<file path="config.mk">
export PLATFORM = sky130hd
export DESIGN_NAME = alu_arbiter
export DESIGN_NICKNAME = d
export VERILOG_FILES = /design/src/rtl/alu_arb_pkg.sv /design/src/rtl/rr_arbiter.sv /design/src/rtl/alu_arbiter.sv
export SDC_FILE = /design/constraint.sdc
export NUM_CORES = 1
export LEC_CHECK = 0
export CORE_AREA = 2 2 165 167
export DETAILED_ROUTE_END_ITERATION = 16
export DIE_AREA = 0 0 167 169
export GPL_TIMING_DRIVEN = 0
export SYNTH_ARGS = -nofsm -noshare
export SYNTH_HDL_FRONTEND = slang
export SYNTH_SLANG_ARGS = --single-unit
</file>
<file path="constraint.sdc">
create_clock -name clk -period 5.4 [get_ports clk]
set_input_delay 0.54 -clock clk [delete_from_list [all_inputs] [get_ports clk]]
set_output_delay 0.54 -clock clk [all_outputs]
set_load 0.05 [all_outputs]
</file>
<file path="src/rtl/alu_arb_pkg.sv">
// Shared types and opcode constants for alu_arbiter (see ALU_ARB_FIXED_PRIO_EN in the top).
package alu_arb_pkg;

  typedef enum logic [1:0] {
    ST_IDLE = 2'd0,
    ST_EXEC = 2'd1,
    ST_RESP = 2'd2
  } state_t;

  localparam logic [3:0] OP_AND = 4'b0000;
  localparam logic [3:0] OP_OR  = 4'b0001;
  localparam logic [3:0] OP_ADD = 4'b0010;
  localparam logic [3:0] OP_SUB = 4'b0110;
  localparam logic [3:0] OP_SLT = 4'b0111;
  localparam logic [3:0] OP_NOR = 4'b1100;

  function automatic logic op_supported(input logic [3:0] ctl);
    logic ok;
    ok = 1'b0;
    case (ctl)
      OP_AND, OP_OR, OP_ADD, OP_SUB, OP_SLT, OP_NOR: ok = 1'b1;
      default: ok = 1'b0;
    endcase
    return ok;
  endfunction

endpackage

</file>
<file path="src/rtl/rr_arbiter.sv">
// Combinational rotating-priority grant: the search starts at ptr and wraps around.
module rr_arbiter #(
  parameter int NREQ = 4,
  parameter int PW   = 2
) (
  input  logic [NREQ-1:0] req,
  input  logic [PW-1:0]   ptr,
  output logic [NREQ-1:0] grant
);

  always_comb begin
    int unsigned idx;
    logic        found;
    grant = '0;
    found = 1'b0;
    idx   = 0;
    for (int unsigned i = 0; i < NREQ; i++) begin
      idx = (32'(ptr) + i) % NREQ;
      if (!found && req[idx]) begin
        grant[idx] = 1'b1;
        found      = 1'b1;
      end
    end
  end

endmodule

</file>
<file path="src/rtl/alu_arbiter.sv">
// Arbitrates NREQ requesters onto one shared combinational ALU, one transaction at a time.
// Define ALU_ARB_FIXED_PRIO_EN for lowest-index-wins priority instead of round-robin.
module alu_arbiter
  import alu_arb_pkg::*;
#(
  parameter int DW   = 32,
  parameter int NREQ = 4
) (
  input  logic                 clk,
  input  logic                 rst,
  input  logic [NREQ-1:0]      req_valid,
  output logic [NREQ-1:0]      req_ready,
  input  logic [NREQ*DW-1:0]   req_op1,
  input  logic [NREQ*DW-1:0]   req_op2,
  input  logic [NREQ*4-1:0]    req_ctl,
  output logic [NREQ-1:0]      rsp_valid,
  input  logic [NREQ-1:0]      rsp_ready,
  output logic [DW-1:0]        rsp_result,
  output logic                 rsp_err,
  output logic [DW-1:0]        alu_op1,
  output logic [DW-1:0]        alu_op2,
  output logic [3:0]           alu_ctl,
  input  logic [DW-1:0]        alu_result
);

  localparam int PW = (NREQ > 1) ? $clog2(NREQ) : 1;

  state_t          state, state_nxt;
  logic [NREQ-1:0] grant;
  logic [PW-1:0]   ptr;
  logic [PW-1:0]   owner;
  logic [PW-1:0]   win_idx;
  logic            accept;

  rr_arbiter #(
    .NREQ (NREQ),
    .PW   (PW)
  ) u_rr_arbiter (
    .req   (req_valid),
    .ptr   (ptr),
    .grant (grant)
  );

  always_comb begin
    win_idx = '0;
    for (int unsigned i = 0; i < NREQ; i++) begin
      if (grant[i]) win_idx = PW'(i);
    end
  end

`ifdef ALU_ARB_FIXED_PRIO_EN
  assign ptr = '0;
`else
  always_ff @(posedge clk or posedge rst) begin
    if (rst) begin
      ptr <= '0;
    end else if (accept) begin
      ptr <= (win_idx == PW'(NREQ - 1)) ? '0 : win_idx + 1'b1;
    end
  end
`endif

  always_ff @(posedge clk or posedge rst) begin
    if (rst) state <= ST_IDLE;
    else     state <= state_nxt;
  end

  // req_ready is gated by rst so it reads 0 while reset is held, even with requests pending.
  always_comb begin
    state_nxt = state;
    req_ready = '0;
    rsp_valid = '0;
    accept    = 1'b0;
    case (state)
      ST_IDLE: begin
        if (!rst && (|grant)) begin
          req_ready = grant;
          accept    = 1'b1;
          state_nxt = ST_EXEC;
        end
      end
      ST_EXEC: state_nxt = ST_RESP;
      ST_RESP: begin
        rsp_valid[owner] = 1'b1;
        if (rsp_ready[owner]) state_nxt = ST_IDLE;
      end
      default: state_nxt = ST_IDLE;
    endcase
  end

  always_ff @(posedge clk or posedge rst) begin
    if (rst) begin
      owner      <= '0;
      alu_op1    <= '0;
      alu_op2    <= '0;
      alu_ctl    <= '0;
      rsp_result <= '0;
      rsp_err    <= 1'b0;
    end else begin
      if (accept) begin
        owner   <= win_idx;
        alu_op1 <= req_op1[win_idx*DW +: DW];
        alu_op2 <= req_op2[win_idx*DW +: DW];
        alu_ctl <= req_ctl[win_idx*4 +: 4];
      end
      if (state == ST_EXEC) begin
        rsp_result <= op_supported(alu_ctl) ? alu_result : '0;
        rsp_err    <= !op_supported(alu_ctl);
      end
    end
  end

endmodule

</file>
==> impl_metrics.json, run 1 <==
{
  "rows": 60,
  "async_flop_share_pct": 100,
  "root_buffer": "clkbuf_16",
  "syn2layout_area_growth_pct": 81.1,
  "path_max_fanout": 11,
  "worstSetupPathType": "reg -> out",
  "portBuffers": 422,
  "die_area_um2": 28200,
  "drc": 0,
  "ff_latch_area_um2": 2680,
  "cts_setup_buffers": 0,
  "ant_nets": 0,
  "synth_top_area_share_pct": 43.2,
  "critical_path.startpoint": "ptr[0]",
  "io_pins": 423,
  "crit_required_ns": 4.86,
  "multi_input_area_um2": 3180,
  "grt_max_degree": 70,
  "start_kind": "register",
  "clockBufferDepth": 2,
  "synth-seq-cells": 107,
  "grt_first_pass_wirelength_um": 47000,
  "fin_hold_ws_ns": 0.508,
  "maxCapViolCount": 0,
  "worst_slew_pin_slew_ns": 1.16,
  "layout-drive-gt1-share_pct": 4.42,
  "fp.dieW_um": 167,
  "grt_pass1_vias": 7378,
  "pwr_density_cell_nw_per_um2": 736,
  "syn_nets": 1011,
  "firstDrtPassIters": 4,
  "fin_util_pct": 42.4,
  "finalHoldViolations": 0,
  "htreeDepth": 3,
  "nNetsFinal": 1445,
  "syn_area_um2": 6200,
  "total_leakage_power_nw": 4.84,
  "rr_startpoint": "ptr[0]",
  "slowest_delay_ns": 0.86,
  "yosysUniqueCellTypes": 42,
  "cts_tree": "yes",
  "fin_crit_ns": 5.05,
  "setup_viol_count_final": 0,
  "synth-seq-area-share_pct": 43.2,
  "floorplan.initialDensity_pct": 23.4,
  "period_share_pct": 93.6,
  "placed_area_um2": 10900,
  "grt_overflow": 0,
  "clock_skew_ns": 0.0134,
  "drv_slew": 0,
  "finalWirelength_um": 33300,
  "fill_cells": 2699,
  "arrival_ns": 4.51,
  "avgSynthCellArea_um2": 8.97,
  "cts_buffers": 9,
  "design_area_um2": 11200,
  "core_um2": 26500,
  "hpwl_um": 25900,
  "synth_flop_cell": "dfrtp_1",
  "cp-end-kind": "primary output",
  "netlist_instances": 691,
  "synth_area_leaders": "dfrtp_1 (43%), a21o_1 (8.2%), a31oi_1 (7.1%), and3_1 (6.9%), o22ai_1 (6.9%)",
  "holdBufCountCts": 0,
  "slowest_stage": "a221oi_2",
  "wl_per_cell_um": 22.6,
  "max_slew_margin_pct": 22.9,
  "drt_iter0_markers": 386,
  "grt_antenna_before_repair": 4,
  "synth_edf_count": 0,
  "vias": 7393,
  "cp_cell_sequence": "inv_2 > ha_1 > mux4_2 > or2b_1 > o21ai_1 > a221oi_2 > clkbuf_1 > nor2_1 > clkdlybuf4s50_1",
  "vias_per_cell": 5.01,
  "gp_congestion": 0.889,
  "p_total_mw": 8.26,
  "clk_latency_ns": 0.36,
  "groute.usage.overall_pct": 22.5,
  "synth_top_cell_by_area": "dfrtp_1",
  "min_path_type": "reg -> reg",
  "status": "finished, final reports clean",
  "yosys_warnings": 0,
  "die_h_um": 169,
  "peakVddDrop_mv": 0.301,
  "worstHoldStart": "rsp_result[29]",
  "max_freq_mhz": 198,
  "cts.sinks": 107,
  "path_clk_slew_ns": 0.08,
  "cts.repair.resized": 0
}
[layout make-up]
cell class / instances / area share, %
repair buffers: 423 / 37.9
diodes: 4 / 0.0892
plain buffers: 68 / 2.81
well taps: 341 / 3.80
clock buffers: 10 / 2.13
inverters: 9 / 0.346
flip-flops and latches: 107 / 23.9
multi-input cells: 507 / 28.4
clock inverters: 6 / 0.725
[state kept, by name, indices dropped and copies added, names as in the netlist]
| name | count |
|---|---|
| alu_ctl | 4 |
| ptr | 2 |
| owner | 2 |
| state | 2 |
| rsp_err | 1 |
| rsp_result | 32 |
| alu_op1 | 32 |
| alu_op2 | 32 |
[cell families (layout without fill, tap and decap cells)]
family | Yosys count | count (layout) | synth area share (%)
muxes | 4 | 4 | 1.25
adders and majority gates | 6 | 6 | 1.21
DFF | 107 | 107 | 43.2
buffers and inverters | 77 | 516 | 5.63
AOI/OAI and AO/OA | 262 | 262 | 30.6
and+or+nand+nor | 235 | 235 | 18.1
other | 0 | 4 | 0
[critical path, delay by kind of cell, from the launching register on]
| kind | cells | cell delay [ns] |
|---|---|---|
| AO/OA/AOI/OAI | 2 | 0.96 |
| adder cells (fa/ha/maj) | 1 | 0.39 |
| buffers and inverters | 3 | 1.29 |
| flip-flops | 1 | 0.60 |
| multiplexers | 1 | 0.56 |
| AND/OR/NAND/NOR | 2 | 0.34 |
[layout by cell type, fill, tap and decap left out, drive strengths merged]
| cell | n |
|---|---|
| nor3b | 4 |
| nor2b | 2 |
| and4b | 1 |
| a221o | 2 |
| nand3b | 1 |
| clkinv | 2 |
| o21ai | 6 |
| o311a | 1 |
| or3 | 1 |
| o211a | 1 |
| a211oi | 3 |
| nand2 | 73 |
| a22o | 32 |
| mux2i | 1 |
| mux4 | 3 |
| diode | 4 |
| a41oi | 1 |
| o22ai | 68 |
| a2111o | 1 |
| bufinv | 1 |
| nor2 | 76 |
| or2b | 1 |
| buf | 26 |
| clkbuf | 53 |
| nand2b | 2 |
| o32a | 1 |
| a21o | 68 |
| a21oi | 3 |
| o21bai | 2 |
| clkdlybuf4s50 | 422 |
| and3 | 68 |
| and3b | 1 |
| a221oi | 3 |
| a31oi | 70 |
| ha | 6 |
| inv | 12 |
| dfrtp | 107 |
| or3b | 2 |
| nor3 | 3 |
[metrics by stage]
step | cells | setup slack, ns | TNS [ns]
floorplan | 691 | 1.89 | 0
global placement | 1454 | -0.0728 | -6.68
finish | 1475 | 0.346 | 0
CTS | 1471 | 0.194 | 0
global route | 1475 | -0.0124 | -0.0124
detailed placement | 1455 | 0.616 | 0
[power breakdown]
group	internal [mW]	total, mW	switching, mW	leakage [nW]
Sequential	1.17	1.40	0.237	1.26
Clock	0.384	0.737	0.353	0.157
Combinational	2.23	6.12	3.89	3.43
Total	3.78	8.26	4.48	4.84
[path summary, 6_finish.rpt]
kind / endpoint / slack [ns] / cells after the start
min in group asynchronous: rsp_result[3] / 0.58 / 2
max in group asynchronous: alu_op1[18] / 4.10 / 3
min reg2reg: rsp_result[29] / 0.51 / 1
min: rsp_result[29] / 0.51 / 1
max reg2reg: alu_op1[18] / 1.10 / 10
max: req_ready[2] / 0.35 / 9
[synth_stat cells (all sizes together) (2+ instances only)]
| cell type | number |
|---|---|
| nand2b | 2 |
| o22ai | 68 |
| or3b | 2 |
| nand2 | 73 |
| clkbuf | 43 |
| ha | 6 |
| a211oi | 3 |
| a221oi | 3 |
| a21o | 68 |
| dfrtp | 107 |
| a21oi | 3 |
| inv | 9 |
| mux4 | 3 |
| and3 | 68 |
| nor3b | 4 |
| nor2 | 76 |
| o21bai | 2 |
| nor3 | 3 |
| nor2b | 2 |
| buf | 25 |
| o21ai | 6 |
| a31oi | 70 |
| a221o | 2 |
| a22o | 32 |
[layer usage]
layer	up-vias	track usage (%)	share of wire (%)
met5	-	0	0
met4	0	6.26	2.0
met3	29	6.13	7.4
met2	337	40.5	51
met1	3578	26.1	40
li1	3449	-	-
Note: power is estimated with default switching activity, not from simulation.
==> run 2: changes to the inputs <==
--- a/config.mk
+++ b/config.mk
@@ -5,6 +5,7 @@
 export SDC_FILE = /design/constraint.sdc
 export NUM_CORES = 1
 export LEC_CHECK = 0
+export CAP_MARGIN = 20
 export CORE_AREA = 2 2 165 167
 export DETAILED_ROUTE_END_ITERATION = 16
 export DIE_AREA = 0 0 167 169
==> constraint.sdc (replaced) <==
create_clock -name clk -period 4.2 [get_ports clk]
set_input_delay 0.42 -clock clk [delete_from_list [all_inputs] [get_ports clk]]
set_output_delay 0.42 -clock clk [all_outputs]
set_load 0.05 [all_outputs]
==> run 2 against run 1 <==
Net effect:
- combinational power is 29% higher
- hold slack worse by 0.050 ns
- register-to-register slack worse by 0.74 ns
- total power is 29% higher
- die area stayed put
- critical endpoint unchanged
- largest power group unchanged
- highest routed layer unchanged
==> impl_metrics.json, run 2 (same netlist as run 1, synthesis figures left out) <==
{
  "clk_latency_ns": 0.36,
  "total_leakage_power_nw": 4.88,
  "fin_crit_ns": 3.87,
  "grt_pass1_vias": 7422,
  "maxCapViolCount": 0,
  "root_buffer": "clkbuf_16",
  "max_freq_mhz": 258,
  "crit_required_ns": 3.78,
  "cts_tree": "yes",
  "p_total_mw": 10.7,
  "worstSetupPathType": "reg -> out",
  "groute.usage.overall_pct": 22.6,
  "mostFrequentLayoutCells": "clkdlybuf4s50_1 (418), dfrtp_1 (107), nor2_1 (76)",
  "slowest_stage": "dfrtp_1",
  "final_cells": 1478,
  "path_max_fanout": 11,
  "fp.dieW_um": 167,
  "vias": 7385,
  "peakVddDrop_mv": 0.388,
  "wl_per_cell_um": 22.6,
  "drt_iter0_markers": 405,
  "io_pins": 423,
  "holdBufCountCts": 0,
  "rows": 60,
  "htreeDepth": 3,
  "fin_hold_ws_ns": 0.458,
  "vias_per_cell": 5.00,
  "layout-drive-gt1-share_pct": 5.03,
  "max_slew_margin_pct": 49.4,
  "drc": 0,
  "die_h_um": 169,
  "die_area_um2": 28200,
  "clock_skew_ns": 0.0140,
  "clockBufferDepth": 2,
  "tns_ns": 0,
  "min_path_type": "in -> async",
  "fill_cells": 2697,
  "finalWirelength_um": 33400,
  "cp-end-kind": "primary output",
  "grt_antenna_before_repair": 4,
  "firstDrtPassIters": 5,
  "gp_congestion": 0.889,
  "drv_slew": 0,
  "hpwl_um": 25900,
  "worst_slew_pin_slew_ns": 0.759,
  "placedCellCount": 1455,
  "grt_overflow": 0,
  "nNetsFinal": 1448,
  "start_kind": "register",
  "slowest_delay_ns": 0.60,
  "finalHoldViolations": 0,
  "reg_top3": "alu_op1: 32 flops, alu_op2: 32 flops, rsp_result: 32 flops",
  "status": "finished, final reports clean",
  "critPathBufInv": 3,
  "syn2layout_area_growth_pct": 81.4,
  "cpLargestDelayFamily": "simple AND/OR/NAND/NOR gates",
  "path_clk_slew_ns": 0.08,
  "portBuffers": 422,
  "setup_viol_count_final": 0,
  "cp_cell_sequence": "inv_2 > ha_1 > or3b_1 > a2111o_1 > nand2_1 > a221oi_4 > clkbuf_1 > nor2_1 > clkbuf_2",
  "ant_nets": 0,
  "cts.sinks": 107,
  "grt_first_pass_wirelength_um": 47200,
  "period_share_pct": 92.2,
  "final_common_cell": "clkdlybuf4s50_1",
  "core_um2": 26500,
  "pwr_density_cell_nw_per_um2": 949,
  "cts_buffers": 9,
  "rsz0062_at_grt": "no",
  "floorplan.initialDensity_pct": 23.4,
  "arrival_ns": 3.45,
  "grt_max_degree": 70
}
==> run 2: changes by cell type in the layout (fill, tap and decap cells not counted), sizes merged <==
cell,previous run,this run
dlymetal6s2s,0,1
buf,26,29
clkbuf,53,56
clkdlybuf4s50,422,418
==> run 2: final cells by class <==
cell class                      instances  area (um^2)  share of cell area, %
Antenna cell                            4         10.0                 0.0890
Tap cell                              341          427                   3.79
Sequential cell                       107         2680                   23.8
Multi-Input combinational cell        507         3190                   28.4
Clock buffer                           10          239                   2.13
Inverter                                9         38.8                  0.345
Buffer                                 68          317                   2.81
Timing Repair Buffer                  426         4260                   37.9
Clock inverter                          6         81.3                  0.723
==> run 2: final timing paths <==
check,end,slack [ns],depth (start not counted),from
max,req_ready[2],0.33,9,ptr[0]
min,rsp_result[3],0.46,2,rst
max reg2reg,alu_ctl[0],0.36,12,ptr[0]
min reg2reg,rsp_result[29],0.51,1,rsp_result[29]
max in group asynchronous,alu_op2[13],3.03,3,rst
min in group clk,rsp_result[29],0.51,1,rsp_result[29]
==> run 2: timing repair <==
action | CTS | global route
setup endpoints to repair | 72 | 4
gates resized for setup | 6 | 7
buffers inserted | 3 | 0
pin swaps | 1 | 0
==> run 2: power by group <==
part	internal (mW)	switching (mW)
sequential	1.50	0.304
combinational	2.89	5.03
clock	0.494	0.460
total	4.88	5.79
==> run 2: layer usage <==
layer / global-route usage [%] / share of wire (%) / up-vias
li1: - / - / 3448
met4: 6.07 / 1.9 / 0
met5: 0 / 0 / -
met3: 6.10 / 7.4 / 28
met2: 40.5 / 51 / 328
met1: 26.5 / 40 / 3581
==> run 2: through the flow <==
stage | utilization (%) | area [um^2] | setup WS (ns)
finish | 42.4 | 11200 | 0.328
global placement | 40.9 | 10800 | -1.15
detailed placement | 41.1 | 10900 | -0.464
CTS | 42.4 | 11200 | 0.0327
global route | 42.4 | 11200 | 0.0728
floorplan | - | 6200 | 0.808
